--- src/rtl/uart_pkg.sv ---
// ---------------------------------------------------------------------------
// uart_pkg
// Shared definitions for the configurable UART transmitter and its future
// receiver: frame state encodings, the minimum clocks-per-bit value and the
// parity-mode encodings.
// ---------------------------------------------------------------------------
package uart_pkg;

    // Frame sequencer states.
    typedef enum logic [2:0] {
        S_IDLE   = 3'd0,
        S_START  = 3'd1,
        S_DATA   = 3'd2,
        S_PARITY = 3'd3,
        S_STOP   = 3'd4
    } tx_state_e;

    // Smallest usable clocks-per-bit; programmed values below this are raised to it.
    localparam int DIV_MIN = 2;

    // Parity mode as latched for one frame.
    typedef enum logic [1:0] {
        PAR_NONE = 2'd0,
        PAR_EVEN = 2'd1,
        PAR_ODD  = 2'd2
    } parity_e;

    function automatic parity_e parity_mode(input logic en, input logic odd);
        if (!en) begin
            return PAR_NONE;
        end
        return odd ? PAR_ODD : PAR_EVEN;
    endfunction

endpackage

--- src/rtl/uart_bit_timer.sv ---
// ---------------------------------------------------------------------------
// uart_bit_timer
// Bit-period timer shared by the UART TX and RX blocks. Latches the
// clocks-per-bit value (raised to DIV_MIN) on load and strobes bit_end on the
// last cycle of every bit while run is high.
//
// Ports:
//   clk           system clock
//   rst           synchronous, active-high reset
//   load          latch clks_per_bit and restart the count at 0
//   run           count while high; the counter holds at 0 when low
//   clks_per_bit  requested bit period in clock cycles
//   bit_end       high on the last cycle of the current bit
// ---------------------------------------------------------------------------
module uart_bit_timer
    import uart_pkg::*;
#(
    parameter int DIV_W = 16
) (
    input  logic             clk,
    input  logic             rst,
    input  logic             load,
    input  logic             run,
    input  logic [DIV_W-1:0] clks_per_bit,
    output logic             bit_end
);

    localparam logic [DIV_W-1:0] MIN_N = DIV_W'(DIV_MIN);

    logic [DIV_W-1:0] n_q;
    logic [DIV_W-1:0] cnt;

    // Clamping at latch time keeps n_q >= 2, so n_q - 1 never underflows and
    // the counter always meets its terminal value before wrapping.
    always_ff @(posedge clk) begin
        if (rst) begin
            n_q <= MIN_N;
            cnt <= '0;
        end else if (load) begin
            n_q <= (clks_per_bit < MIN_N) ? MIN_N : clks_per_bit;
            cnt <= '0;
        end else if (run && !bit_end) begin
            cnt <= cnt + 1'b1;
        end else begin
            cnt <= '0;
        end
    end

    assign bit_end = run && (cnt == n_q - 1'b1);

endmodule

--- src/rtl/uart_tx_cfg.sv ---
// ---------------------------------------------------------------------------
// uart_tx_cfg
// Runtime-configurable UART transmitter: DATA_W data bits (LSB first),
// optional even/odd parity, one or two stop bits and a programmable bit
// period. A one-entry holding buffer lets frames run back-to-back.
//
// Ports:
//   i_clk           system clock
//   i_rst           synchronous, active-high reset
//   i_tx_dv         byte valid; transfer when i_tx_dv && o_tx_ready
//   o_tx_ready      holding buffer empty and not in reset
//   i_tx_byte       data to send
//   i_clks_per_bit  clocks per bit (0 and 1 behave as 2)
//   i_parity_en     append a parity bit
//   i_parity_odd    0 = even parity, 1 = odd parity
//   i_stop2         two stop bits
//   o_tx_active     high while a frame is on the line
//   o_tx_serial     registered serial line, idles high
//   o_tx_done       one-cycle pulse after the last stop cycle
// ---------------------------------------------------------------------------
module uart_tx_cfg
    import uart_pkg::*;
#(
    parameter int DATA_W = 8,
    parameter int DIV_W  = 16
) (
    input  logic              i_clk,
    input  logic              i_rst,
    input  logic              i_tx_dv,
    output logic              o_tx_ready,
    input  logic [DATA_W-1:0] i_tx_byte,
    input  logic [DIV_W-1:0]  i_clks_per_bit,
    input  logic              i_parity_en,
    input  logic              i_parity_odd,
    input  logic              i_stop2,
    output logic              o_tx_active,
    output logic              o_tx_serial,
    output logic              o_tx_done
);

    localparam int              IDX_W    = $clog2(DATA_W);
    localparam logic [IDX_W-1:0] LAST_IDX = IDX_W'(DATA_W - 1);

    tx_state_e         state;
    logic              hold_valid;
    logic [DATA_W-1:0] hold_data;
    logic [DATA_W-1:0] shift;
    logic [IDX_W-1:0]  bit_idx;
    parity_e           par_mode;
    logic              par_bit;
    logic              stop2_q;
    logic              stop_second;

    logic              bit_end;
    logic              take;
    logic              last_stop;
    logic              load_idle;
    logic              load_b2b;
    logic              load;
    logic [DATA_W-1:0] load_data;

    assign o_tx_ready = !hold_valid && !i_rst;
    assign take       = i_tx_dv && o_tx_ready;
    assign last_stop  = !stop2_q || stop_second;

    // From IDLE an accepted byte goes straight to the line (start bit on the
    // next cycle) instead of parking in the buffer for a cycle.
    assign load_idle = (state == S_IDLE) && (hold_valid || take);
    assign load_b2b  = (state == S_STOP) && bit_end && last_stop && hold_valid;
    assign load      = load_idle || load_b2b;
    assign load_data = hold_valid ? hold_data : i_tx_byte;

    uart_bit_timer #(
        .DIV_W(DIV_W)
    ) u_timer (
        .clk          (i_clk),
        .rst          (i_rst),
        .load         (load),
        .run          (state != S_IDLE),
        .clks_per_bit (i_clks_per_bit),
        .bit_end      (bit_end)
    );

    // NOTE: every register here uses <= so all branches see the pre-edge
    // values of state, shift and hold_valid; data registers are reset too so
    // no X ever reaches the line after a mid-frame reset.
    always_ff @(posedge i_clk) begin
        if (i_rst) begin
            state       <= S_IDLE;
            o_tx_serial <= 1'b1;
            o_tx_active <= 1'b0;
            o_tx_done   <= 1'b0;
            hold_valid  <= 1'b0;
            hold_data   <= '0;
            shift       <= '0;
            bit_idx     <= '0;
            par_mode    <= PAR_NONE;
            par_bit     <= 1'b0;
            stop2_q     <= 1'b0;
            stop_second <= 1'b0;
        end else begin
            o_tx_done <= 1'b0;

            if (take && !load) begin
                hold_valid <= 1'b1;
                hold_data  <= i_tx_byte;
            end

            if (load) begin
                // Frame configuration is frozen here for the whole frame.
                hold_valid  <= 1'b0;
                shift       <= load_data;
                par_mode    <= parity_mode(i_parity_en, i_parity_odd);
                par_bit     <= (^load_data) ^ i_parity_odd;
                stop2_q     <= i_stop2;
                stop_second <= 1'b0;
                bit_idx     <= '0;
                state       <= S_START;
                o_tx_serial <= 1'b0;
                o_tx_active <= 1'b1;
                if (load_b2b) begin
                    o_tx_done <= 1'b1;
                end
            end else begin
                case (state)
                    S_IDLE: begin
                        o_tx_serial <= 1'b1;
                        o_tx_active <= 1'b0;
                    end
                    S_START: begin
                        if (bit_end) begin
                            state       <= S_DATA;
                            o_tx_serial <= shift[0];
                            shift       <= shift >> 1;
                        end
                    end
                    S_DATA: begin
                        if (bit_end) begin
                            if (bit_idx == LAST_IDX) begin
                                if (par_mode != PAR_NONE) begin
                                    state       <= S_PARITY;
                                    o_tx_serial <= par_bit;
                                end else begin
                                    state       <= S_STOP;
                                    o_tx_serial <= 1'b1;
                                end
                            end else begin
                                bit_idx     <= bit_idx + 1'b1;
                                o_tx_serial <= shift[0];
                                shift       <= shift >> 1;
                            end
                        end
                    end
                    S_PARITY: begin
                        if (bit_end) begin
                            state       <= S_STOP;
                            o_tx_serial <= 1'b1;
                        end
                    end
                    S_STOP: begin
                        if (bit_end) begin
                            if (!last_stop) begin
                                stop_second <= 1'b1;
                            end else begin
                                // Back-to-back case is taken by the load path above.
                                stop_second <= 1'b0;
                                o_tx_done   <= 1'b1;
                                state       <= S_IDLE;
                                o_tx_active <= 1'b0;
                            end
                        end
                    end
                    default: begin
                        state       <= S_IDLE;
                        o_tx_serial <= 1'b1;
                        o_tx_active <= 1'b0;
                    end
                endcase
            end
        end
    end

endmodule

--- config.mk ---
export PLATFORM = sky130hd
export DESIGN_NAME = uart_tx_cfg
export DESIGN_NICKNAME = d
export VERILOG_FILES = /design/src/rtl/uart_pkg.sv /design/src/rtl/uart_bit_timer.sv /design/src/rtl/uart_tx_cfg.sv
export SDC_FILE = /design/constraint.sdc
export NUM_CORES = 1
export LEC_CHECK = 0
export BUFFER_PORTS_ARGS = -buffer_cell sky130_fd_sc_hd__buf_2
export CAP_MARGIN = 20
export CORE_ASPECT_RATIO = 1.2
export CORE_MARGIN = 5
export CORE_UTILIZATION = 35
export DETAILED_ROUTE_END_ITERATION = 8
export PLACE_DENSITY_LB_ADDON = 0.15
export SYNTH_ARGS = -nofsm -noshare
export SYNTH_HDL_FRONTEND = slang
export SYNTH_SLANG_ARGS = --single-unit
--- constraint.sdc ---
create_clock -name i_clk -period 2.7 [get_ports i_clk]
set_clock_uncertainty 0.05 [all_clocks]
set_input_delay 0.135 -clock i_clk [delete_from_list [all_inputs] [get_ports i_clk]]
set_output_delay 0.135 -clock i_clk [all_outputs]
set_load 0.02 [all_outputs]
**Word level (Yosys, flattened, before mapping)**

Index checks and enable logic that the tools add are counted.

- Add/subtract/negate cells: 3
- Magnitude comparators: 1
- Eq/ne operators: 22
- Mux-type cells: 39
- Bitwise operators: 4
- Reduce and logical (&&, ||, !) cells: 32

Operators by type and width:

| operator | number |
|---|---|
| 2-to-1 mux 8 bit | 5 |
| 2-to-1 mux 3 bit | 7 |
| inequality test 3 bit (second input constant) | 7 |
| 2-to-1 mux 1 bit | 19 |
| adder 16 x 1 -> 16 bit (second input constant) | 1 |
| == test 16 bit | 1 |
| less-than comparator 16 x 2 -> 1 bit (second input constant) | 1 |
| 2-to-1 mux 16 bit | 1 |
| inequality test 2 bit (second input constant) | 8 |
| case mux 8 bit (2 select lines) | 1 |
| subtractor 16 x 1 -> 16 bit (second input constant) | 1 |
| case mux 3 bit (5 select lines) | 1 |
| AND reduction 7 bit | 2 |
| logical AND 1 bit | 9 |
| AND reduction 4 bit | 2 |
| XOR reduction 8 bit | 1 |
| == test 3 x 2 -> 1 bit (second input constant) | 2 |
| == test 3 bit (second input constant) | 2 |
| 2-to-1 mux 2 bit | 3 |
| AND reduction 3 bit | 2 |
| nonzero test 3 bit | 2 |
| OR reduction 3 bit | 2 |
| logical NOT 1 bit | 5 |
| case mux 1 bit (4 select lines) | 1 |
| other kinds (11) | 15 |

- Flip-flop bits (word level): 63
- Bits of input ports: 30
- Output and inout port bits: 4
- Logic and storage cells: 116

**Depth between registers and ports, before layout**

- Word-level depth: 10
- Depth in mapped cells: 12

**Cells and area by module**

A second synthesis with hierarchy kept.

- Cell total of the unflattened synthesis: 426
- Area total of the unflattened synthesis: 3594.7 um^2

Modules (own cells, without submodules):

| module | instances | cells an instance | area each (um^2) | seq. area each (um^2) |
|---|---|---|---|---|
| uart_bit_timer | 1 | 244 | 1990.7 | 640.6 |
| uart_tx_cfg | 1 | 182 | 1604.0 | 620.6 |

**Least setup slack after synthesis**

No wires, ideal clock.

- Path type: register -> register
- From: reg u_timer.n_q[0]
- To: reg u_timer.n_q[1]
- Setup time: 0.125 ns
- Arrival: 2.653 ns
- Slack: -0.127 ns
- Cell stages (with the launch flop): 11
- Buffers on the path: 1
- Period minus slack after synthesis: 2.827 ns
- Cells stage by stage: dfxtp_1 -> inv_1 -> ha_1 -> or4b_4 -> o21ai_0 -> a311oi_1 -> o32ai_4 -> o21ai_1 -> nor2_1 -> buf_2 -> a22oi_1

- Longest elaborated chain between the ends: 7

Ends and longest elaborated chain:

| what | line | source |
|---|---|---|
| from (decl) | uart_bit_timer.sv:30 | `logic [DIV_W-1:0] n_q;` |
| from (signal assigned) | uart_bit_timer.sv:40 | `n_q <= (clks_per_bit < MIN_N) ? MIN_N : clks_per_bit;` |
| subtractor 16 x 1 -> 16 bit | uart_bit_timer.sv:49 | `assign bit_end = run && (cnt == n_q - 1'b1);` |
| == test 16 bit | uart_bit_timer.sv:49 |  |
| logical AND 1 bit | uart_bit_timer.sv:49 |  |
| logical AND 1 bit (3 in series) | uart_tx_cfg.sv:69 | `assign load_b2b = (state == S_STOP) && bit_end && last_stop && hold_valid;` |
| logical OR 1 bit | uart_tx_cfg.sv:70 | `assign load = load_idle \|\| load_b2b;` |

No other way between the ends.
A chain may end at the register's enable or synchronous reset.

**Final worst setup path**

- From: reg u_timer.n_q[1]
- To: reg u_timer.cnt[2]

- Longest elaborated chain between the ends: 8

Ends and longest elaborated chain:

| what | line | source |
|---|---|---|
| subtractor 16 x 1 -> 16 bit * | uart_bit_timer.sv:49 |  |
| == test 16 bit * | uart_bit_timer.sv:49 |  |
| logical AND 1 bit * | uart_bit_timer.sv:49 |  |
| logical AND 1 bit (3 in series) | uart_tx_cfg.sv:69 |  |
| logical OR 1 bit | uart_tx_cfg.sv:70 |  |
| OR reduction 3 bit (no source line) * | -- |  |
| to (signal assigned) | uart_bit_timer.sv:43 | `cnt <= cnt + 1'b1;` |
| to (decl) | uart_bit_timer.sv:31 | `logic [DIV_W-1:0] cnt;` |

Every way passes the cells marked *; elsewhere a longest branch is shown, timed or not.

==> impl_metrics.yaml <==
route:
  ant_nets: 0
  vias: 3014
  drt_pre_antenna_iters: 4
  drc_errors: 0
  first_iter_violations: 118
  wl_per_cell_um: 15.5
  routed_wl_mm: 9.07
  vias_per_cell: 5.16
cts:
  cts_htree_levels: 3
  cts_max_path_buffers: 2
  clock_sinks: 63
  tritoncts: "yes"
  cts_inserted_buffers: 9
  insertion_delay_ps: 320
  clkTransAtPathRegs_ps: 50
  clk_root_buffer_cell: "clkbuf_16"
run:
  maxCapViolCount: 0
final_layout:
  drive_above_1_share: 0.304
  final_common_cell: "dfxtp_1"
  instances_no_fill: 584
  area_growth_syn_to_layout_pct: 31.8
  fin_area_um2: 4540
  mostFrequentLayoutCells: "61 x dfxtp_1, 37 x nor2_1, 36 x buf_4"
  nets: 491
  diodes: 0
synth:
  synth.distinct_cells: 60
  synth_edf_count: 0
  synth.avg_cell_area_um2: 9.01
  syn_nets: 416
  ys_seq_elements: 63
  ys_warn_count: 0
  synth_top_flop_cell: "dfxtp_1"
  async_reset_ff_frac: 0
  syn_inst: 382
  synth_seq_area_share: 0.366
  netlist_area_um2: 3440
worst_hold_path:
  min_path_cells: 2
  hp-class: "in2reg"
  min_from: "i_clks_per_bit[15]"
  min_to: "u_timer.n_q[15]$_SDFFE_PP0P_"
critical_path:
  critPathKind: "reg2reg"
  arrival_ps: 3040
  crit_required_ps: 2910
  crit_path_start_kind: "register"
  rr_endpoint: "u_timer.cnt[2]$_SDFF_PP0_"
  end_kind: "register"
  path_max_fanout: 8
  rr_startpoint: "u_timer.n_q[1]$_SDFFE_PP1P_"
  r2r_setup_slack_ps: -130
  reg2regPathDepth: 12
place:
  dp.cells: 553
  dp_hpwl_mm: 6.64
  gp_congestion: 0.814
  placed_area_um2: 3970
  io_buffers: 33
timing:
  slew_viol_final: 0
  relSlewSlack: 0.437
  period_minus_slack_ps: 2830
  timing.fmax_mhz: 353
  worst_slack_ps: -134
  tns_ps: -2990
  fin_crit_sh: 1.05
  hold_viol: 0
  finalSetupViolCount: 36
  worstMarginPinSlew_ps: 837
  rsz0062_at_grt: "yes"
power:
  p_leak_nw: 1.80
  irDropWorstVdd_mv: 0.396
  power_density_nw_per_um2: 640
global_routing:
  antenna_found_initial: 0
  grt_max_degree: 33
  grt_pass1_wl_mm: 14.7
  grt_pass1_vias: 3023
  overflow: 0
  gr-usage-all-layers: 0.155
die:
  die_w_um: 101
  die-area_um2: 11900
  rows: 39
  core_um2: 9560
  io_pins: 34
  start_util: 0.360
  die_h_um: 119
run_status:
  violations: "setup timing"
  status: "finished with violations"
==> sequential cells by signal, indices dropped and copies added, names as in the netlist <==
| signal | cells |
|---|---|
| hold_data | 8 |
| stop2_q | 1 |
| bit_idx | 3 |
| shift | 8 |
| u_timer.cnt | 16 |
| o_tx_active | 1 |
| stop_second | 1 |
| par_mode | 2 |
| o_tx_serial | 1 |
| par_bit | 1 |
| state | 3 |
| u_timer.n_q | 16 |
| hold_valid | 1 |
| o_tx_done | 1 |
==> power breakdown <==
group / internal [mW] / switching [mW]
logic: 0.403 / 0.419
clock network: 0.635 / 0.400
registers: 0.995 / 0.0521
total: 2.03 / 0.871
==> routing by layer <==
layer,part of all wire,global-route usage,vias up
li1,-,-,1525
met1,0.43,0.181,1438
met2,0.53,0.281,41
met3,0.029,0.0271,10
met4,0.013,0.0548,0
met5,0,0,-
==> stage by stage <==
step	utilization	power, mW	hold WS (ps)	setup slack, ps
finish	0.474	2.90	6.97	-134
global route	0.474	3.05	7.17	-279
CTS	0.455	2.84	3.95	-96.5
detailed placement	0.415	1.77	312	-223
global placement	0.415	1.76	310	-158
floorplan	-	1.52	201	9.07
==> worst max-delay path, stage by stage, from the launching register on <==
cell and delay [ps]:
dfxtp_2 320, inv_2 70, ha_4 130, or4b_4 500, buf_4 160, o211ai_1 210
a21oi_2 100, o32ai_4 280, buf_6 190, nor2_1 60, or3_4 430, clkbuf_16 180
nor2_1 90
==> Yosys cell counts, types with 2 or more instances <==
library cell	n	area, um2
xor2_1	17	149
or4_1	2	15.0
dfxtp_1	63	1260
nand3b_1	7	52.6
o21ai_1	2	10.0
o31ai_1	2	15.0
a22o_1	13	114
nor3b_1	3	22.5
o21ai_0	5	25.0
clkbuf_1	11	41.3
buf_6	4	45.0
nor2b_1	5	31.3
nor2_1	47	176
xnor2_1	23	201
nor4_1	5	31.3
a21oi_1	22	110
a21o_1	3	22.5
a2bb2oi_1	2	17.5
o211ai_1	2	15.0
nand2b_1	3	18.8
nand2_1	26	97.6
or3_1	3	18.8
buf_2	4	20.0
and3_1	5	31.3
nor3_1	10	50.1
and3b_1	2	17.5
nor4b_4	2	47.6
mux2i_1	20	200
nand4_1	4	25.0
inv_1	10	37.5
o21a_1	2	15.0
a41oi_1	2	17.5
mux2_2	3	33.8
a22oi_1	4	30.0
nand3_1	16	80.1
ha_1	4	50.1
==> what timing repair did <==
| action | 4_1_cts | 5_1_grt |
|---|---|---|
| hold endpoints to repair | 7 | 0 |
| setup endpoints to repair | 29 | 55 |
| gates resized for setup | 8 | 28 |
| buffers inserted | 2 | 6 |
| pin swaps | 5 | 10 |
| cloned | 0 | 1 |
| hold buffers | 7 | 0 |
==> worst max path at each step <==
stage	start	end	slack [ps]	depth (start not counted)
floorplan	u_timer.n_q[1]$_SDFFE_PP1P_	o_tx_serial$_SDFFE_PP1P_	9	9
global placement	u_timer.n_q[1]$_SDFFE_PP1P_	u_timer.n_q[1]$_SDFFE_PP1P_	-160	9
detailed placement	u_timer.n_q[1]$_SDFFE_PP1P_	u_timer.n_q[1]$_SDFFE_PP1P_	-220	9
CTS	u_timer.n_q[1]$_SDFFE_PP1P_	u_timer.n_q[1]$_SDFFE_PP1P_	-100	11
global route	u_timer.n_q[1]$_SDFFE_PP1P_	state[0]$_SDFFE_PP0P_	-280	9
finish	u_timer.n_q[1]$_SDFFE_PP1P_	u_timer.cnt[2]$_SDFF_PP0_	-130	12
==> logic make-up (layout without fill, tap and decap cells) <==
group           Yosys count  after routing  synth area share
compound gates           72             72             0.160
xor+xnor                 41             41             0.109
fa+ha+maj                 4              4            0.0145
buf+inv                  30            109            0.0429
flops                    63             63             0.366
mux                      23             23            0.0679
simple gates            149            149             0.239
==> final cells by class <==
class | count | area (um2)
Timing Repair Buffer | 84 | 639
Multi-Input combinational cell | 289 | 2180
Tap cell | 123 | 154
Clock inverter | 4 | 22.5
Sequential cell | 63 | 1260
Fill cell | 975 | 5030
Clock buffer | 11 | 243
Inverter | 10 | 37.5
No activity file was read; power rests on OpenSTA's default activity.
